## src/rtl/aib_align_pkg.sv

```systemverilog
`default_nettype none
// ==== aib_align_pkg : shared types, widths and helpers for the AIB RX word aligner (rev 1.0) ====
package aib_align_pkg;

   typedef enum logic [1:0] {
      HUNT   = 2'd0,
      VERIFY = 2'd1,
      LOCKED = 2'd2
   } state_e;

   localparam int DATA_W    = 80;
   localparam int HALF_W    = 40;
   localparam int HI_MKR    = 79;
   localparam int LO_MKR    = 39;
   localparam int PAYLOAD_W = 78;

   function automatic logic [PAYLOAD_W-1:0] strip_markers(input logic [DATA_W-1:0] w);
      return {w[HI_MKR-1:HALF_W], w[LO_MKR-1:0]};
   endfunction

endpackage
`default_nettype wire

```

## src/rtl/aib_marker_detect.sv

```systemverilog
`default_nettype none
// ==== aib_marker_detect : marker match and word rebuild for both half-word offsets (rev 1.0) ====
module aib_marker_detect
   import aib_align_pkg::*;
(
   input  logic [DATA_W-1:0] rx_data_i,
   input  logic [HALF_W-1:0] prev_hi_i,
   output logic              match0_o,
   output logic              match1_o,
   output logic [DATA_W-1:0] word0_o,
   output logic [DATA_W-1:0] word1_o
);

   // 00 and 11 marker pairs fall out as matching neither offset.
   assign match0_o = rx_data_i[HI_MKR] & ~rx_data_i[LO_MKR];
   assign match1_o = rx_data_i[LO_MKR] & ~rx_data_i[HI_MKR];

   assign word0_o  = rx_data_i;
   // Offset 1: the high half arrives in the low lane, the low half came one word earlier.
   assign word1_o  = {rx_data_i[HALF_W-1:0], prev_hi_i};

endmodule
`default_nettype wire

```

## src/rtl/aib_rx_word_aligner.sv

```systemverilog
`default_nettype none
// ==== aib_rx_word_aligner : marker-based word alignment with HUNT/VERIFY/LOCKED tracking (rev 1.0) ====
module aib_rx_word_aligner
   import aib_align_pkg::*;
#(
   parameter int LOCK_CNT = 8,
   parameter int LOSS_CNT = 4
) (
   input  logic                 clk,
   input  logic                 rst,
   input  logic [DATA_W-1:0]    rx_data,
   input  logic                 rx_en,
   input  logic                 relock,
   output logic [PAYLOAD_W-1:0] o_data,
   output logic                 o_valid,
   output logic                 o_mkr_err,
   output logic                 o_locked,
   output logic                 o_offset,
   output logic [15:0]          o_err_cnt
);

   localparam int GOOD_W = $clog2(LOCK_CNT + 1);
   localparam int BAD_W  = $clog2(LOSS_CNT + 1);

   state_e               state_q, state_d;
   logic [GOOD_W-1:0]    good_q, good_d;
   logic [BAD_W-1:0]     bad_q, bad_d;
   logic [HALF_W-1:0]    prev_hi_q;
   logic                 offset_q, offset_d;
   logic [PAYLOAD_W-1:0] data_q, data_d;
   logic                 valid_q, valid_d;
   logic                 mkr_err_q, mkr_err_d;
   logic                 locked_q;
   logic [15:0]          err_cnt_q, err_cnt_d;

   logic                 w_match0, w_match1, w_sel_match;
   logic [DATA_W-1:0]    w_word0, w_word1, w_sel_word;

   aib_marker_detect u_detect (
      .rx_data_i (rx_data),
      .prev_hi_i (prev_hi_q),
      .match0_o  (w_match0),
      .match1_o  (w_match1),
      .word0_o   (w_word0),
      .word1_o   (w_word1)
   );

   always_comb begin
      w_sel_match = offset_q ? w_match1 : w_match0;
      w_sel_word  = offset_q ? w_word1  : w_word0;
      state_d     = state_q;
      good_d      = good_q;
      bad_d       = bad_q;
      offset_d    = offset_q;
      data_d      = data_q;
      valid_d     = 1'b0;
      mkr_err_d   = 1'b0;
      err_cnt_d   = err_cnt_q;
      if (rx_en) begin
         case (state_q)
            HUNT: begin
               if (w_match0 | w_match1) begin
                  offset_d = w_match1;
                  good_d   = GOOD_W'(1);
                  state_d  = VERIFY;
               end
            end
            VERIFY: begin
               if (!w_sel_match) begin
                  state_d = HUNT;
                  good_d  = '0;
               end else if (int'(good_q) + 1 >= LOCK_CNT) begin
                  state_d = LOCKED;
                  good_d  = '0;
               end else begin
                  good_d  = good_q + GOOD_W'(1);
               end
            end
            LOCKED: begin
               valid_d = 1'b1;
               data_d  = strip_markers(w_sel_word);
               if (w_sel_match) begin
                  bad_d = '0;
               end else begin
                  mkr_err_d = 1'b1;
                  if (err_cnt_q != 16'hFFFF) err_cnt_d = err_cnt_q + 16'd1;
                  // The word that exhausts the budget is still delivered, flagged.
                  if (int'(bad_q) + 1 >= LOSS_CNT) begin
                     state_d = HUNT;
                     bad_d   = '0;
                  end else begin
                     bad_d   = bad_q + BAD_W'(1);
                  end
               end
            end
            default: state_d = HUNT;
         endcase
      end
      if (relock) begin
         state_d = HUNT;
         good_d  = '0;
         bad_d   = '0;
      end
   end

   always_ff @(posedge clk) begin
      if (rst) begin
         state_q   <= HUNT;
         good_q    <= '0;
         bad_q     <= '0;
         prev_hi_q <= '0;
         offset_q  <= 1'b0;
         data_q    <= '0;
         valid_q   <= 1'b0;
         mkr_err_q <= 1'b0;
         locked_q  <= 1'b0;
         err_cnt_q <= '0;
      end else begin
         state_q   <= state_d;
         good_q    <= good_d;
         bad_q     <= bad_d;
         offset_q  <= offset_d;
         data_q    <= data_d;
         valid_q   <= valid_d;
         mkr_err_q <= mkr_err_d;
         locked_q  <= (state_d == LOCKED);
         err_cnt_q <= err_cnt_d;
         if (rx_en) prev_hi_q <= rx_data[DATA_W-1:HALF_W];
      end
   end

   assign o_data    = data_q;
   assign o_valid   = valid_q;
   assign o_mkr_err = mkr_err_q;
   assign o_locked  = locked_q;
   assign o_offset  = offset_q;
   assign o_err_cnt = err_cnt_q;

endmodule
`default_nettype wire
```

## config.mk

```make
export PLATFORM = sky130hd
export DESIGN_NAME = aib_rx_word_aligner
export DESIGN_NICKNAME = d
export VERILOG_FILES = /design/src/rtl/aib_align_pkg.sv /design/src/rtl/aib_marker_detect.sv /design/src/rtl/aib_rx_word_aligner.sv
export SDC_FILE = /design/constraint.sdc
export NUM_CORES = 1
export LEC_CHECK = 0
export BUFFER_PORTS_ARGS = -buffer_cell sky130_fd_sc_hd__buf_2
export CORE_UTILIZATION = 31
export DETAILED_ROUTE_END_ITERATION = 6
export SETUP_SLACK_MARGIN = 0.3
export SLEW_MARGIN = 10
export SYNTH_ARGS = -nofsm -noshare
export SYNTH_HDL_FRONTEND = slang
export SYNTH_SLANG_ARGS = --single-unit
```

## constraint.sdc

```tcl
create_clock -name clk -period 4.21 [get_ports clk]
set_clock_uncertainty 0.05 [all_clocks]
set_input_delay 0.6315 -clock clk [delete_from_list [all_inputs] [get_ports clk]]
set_output_delay 0.6315 -clock clk [all_outputs]
set_load 0.005 [all_outputs]
```

==> impl_metrics.tcl <==
set metrics [dict create \
    cts.sinks 146 \
    clock.fmax_ghz 0.347 \
    routed_wirelength_mm 15.1 \
    clk_latency_ps 410 \
    synth_top_area_cell "dfxtp_1" \
    setup_viol 0 \
    track_usage_pct 15.0 \
    netlist_top_cells_area "dfxtp_1 (47%), mux2i_1 (19%), a211oi_1 (10%), nor2_1 (8.9%), clkbuf_1 (1.9%)" \
    cts_tree "built" \
    fp-row-count 51 \
    setup_ws_ps 1320 \
    numCtsBuffers 17 \
    status "complete, no violations" \
    yosysUniqueCellTypes 38 \
    start_util_pct 31.7 \
    regArea_sq_mm 0.00293 \
    p_total_mw 3.09 \
    crit_chain "buf_4 > buf_2" \
    portBuffers 181 \
    die_w_um 143 \
    tns_ps 0 \
    multi_input_area_sq_mm 0.00305 \
    cts.path.max_buffers 2 \
    hold_class "in -> reg" \
    dpl.hpwl_mm 10.2 \
    maxSlewHeadroom_pct 31.9 \
    r2r_setup_slack_ps 1760 \
    ys_seq_area_share_pct 47.4 \
    first_pass_iters 4 \
    crit_type "reg -> out" \
    post-route-min-period_ps 2890 \
    grt-ovfl-total 0 \
    fin_crit_sh_pct 68.5 \
    avgRoutedWirePerCell_um 14.0 \
    io_pins 182 \
    arrival_ps 2200 \
    drive_gt1_share_pct 27.7 \
    rsz0062_at_grt "no" \
    via_per_inst 4.69 \
    synth_area_sq_mm 0.00617 \
    areaGrowthSynthToFinish_pct 27.4 \
    fin_hold_ws_ps 409 \
    hold_violations 0 \
    synth.top_cell.area_share_pct 47.4 \
    globalplace.congestion 0.734 \
    final_area_sq_mm 0.00786 \
    total_leakage_power_nw 3.16 \
    dr.first_iter.drc_count 176 \
    max_stage_delay_ps 780 \
    ys.flop_type "dfxtp_1" \
    synth_cells 645 \
    ys_warn_count 0 \
    power_density_mw_per_mm2 393 \
    final_common_cell "buf_2" \
    fillers 1939 \
    synthesis.nets 735 \
    htreeDepth 4 \
    mostFrequentLayoutCells "buf_2 (180), nor2_1 (146), dfxtp_1 (145)" \
    ctsHoldBuffers 0 \
    core_region_area_sq_mm 0.0195 \
    max-vdd-ir-drop_mv 0.254 \
    grt_pass1_vias 4649 \
    cts_root_buf "clkbuf_16" \
    startpoint_type "register" \
    ant_nets 0 \
    antenna_cells 0 \
    cp_slowest_cell "dfxtp_4" \
    worstPathRequired_ps 3530 \
    crit_fanout 46 \
    synth_seq_cells 146 \
    dieArea_sq_mm 0.0205 \
    post-place-ws_ps 1270 \
    post_cts_buffers 0 \
    synth_area_per_cell_sq_um 9.56 \
    grt_pass1_wl_mm 23.9 \
    clk_pin_slew_ps 60 \
    worstMarginPinSlew_ps 1020 \
    ys_async_sr_fraction_pct 0 \
    drc 0 \
    fin_nets 892 \
    vias 5063 \
    placedInstanceArea_sq_mm 0.00728 \
    cts_resized 0 \
    grt_max_degree 102 \
    antenna_found_initial 0 \
    slew_viol_final 0 \
    die_h_um 143 \
    synth_edf_count 0 \
    max-cap-violations 0 \
    crit_path_end_kind "output pin" \
]
[report_power, final]
group / internal [mW] / switching [mW]
Combinational: 0.0872 / 0.0990
Clock: 0.887 / 0.591
Sequential: 1.40 / 0.0183
[sequential cells by signal, summed over array words and instances, names as in the netlist]
| register | count |
|---|---|
| o_data | 78 |
| prev_hi_q | 39 |
| o_err_cnt | 16 |
| good_q | 4 |
| bad_q | 3 |
| state_q | 2 |
| o_locked | 1 |
| o_mkr_err | 1 |
| o_offset | 1 |
| o_valid | 1 |
[cells in the mapped netlist, types with 2 or more instances]
library cell,instances
a211oi_1,82
a21oi_1,9
a31oi_1,3
and2_1,3
and3_1,3
buf_1,12
buf_2,3
clkbuf_1,32
dfxtp_1,146
ha_1,6
inv_1,5
mux2_2,2
mux2i_1,120
nand2_1,14
nand2b_1,3
nand3_1,11
nand4_1,3
nor2_1,146
nor3_1,6
nor4_1,3
nor4b_2,2
o21ai_0,3
xnor2_1,13
[metrics by stage]
stage,util (%),std cells
after floorplan,-,645
after global placement,37.4,1048
after detailed placement,37.4,1048
after CTS,40.4,1080
after global routing,40.4,1080
final,40.4,1080
[per-layer routing]
metal  routed length [um]  global-route usage [%]  up-vias
li1                     -                       -     2614
met1                 7170                    19.4     2308
met2                 6600                    22.2      128
met3                 1070                    5.80       13
met4                  256                    5.94        0
met5                    0                       0        -
[final timing paths]
check,startpoint,endpoint,depth (start not counted)
worst max-delay path,o_offset$_SDFFE_PP0P_,o_offset,2
worst min-delay path,rx_data[65],prev_hi_q[25]$_SDFFE_PP0P_,3
worst max register to register,o_offset$_SDFFE_PP0P_,o_err_cnt[12]$_SDFFE_PP0P_,5
worst min register to register,bad_q[1]$_SDFFE_PP0P_,bad_q[1]$_SDFFE_PP0P_,2
[worst max-delay path: cells and delay by family (launching register included)]
family                 cells  cell delay, ps
flip-flops                 1             780
buffers and inverters      2             970
[cell families after synthesis]
logic type,count (synthesis),share of synthesized area (%)
AO/OA/AOI/OAI,102,11.9
XOR/XNOR,13,1.85
adder cells (fa/ha/maj),6,1.22
buffers and inverters,52,3.23
flip-flops,146,47.4
multiplexers,123,20.1
AND/OR/NAND/NOR,203,14.3
[cell type report]
type / instances / share of cell area (%)
Timing Repair Buffer: 185 / 12.1
Clock buffer: 19 / 5.64
Tap cell: 265 / 4.22
Multi-Input combinational cell: 447 / 38.8
Inverter: 5 / 0.239
Clock inverter: 13 / 1.72
Sequential cell: 146 / 37.3
(Power assumes the default switching activity.)
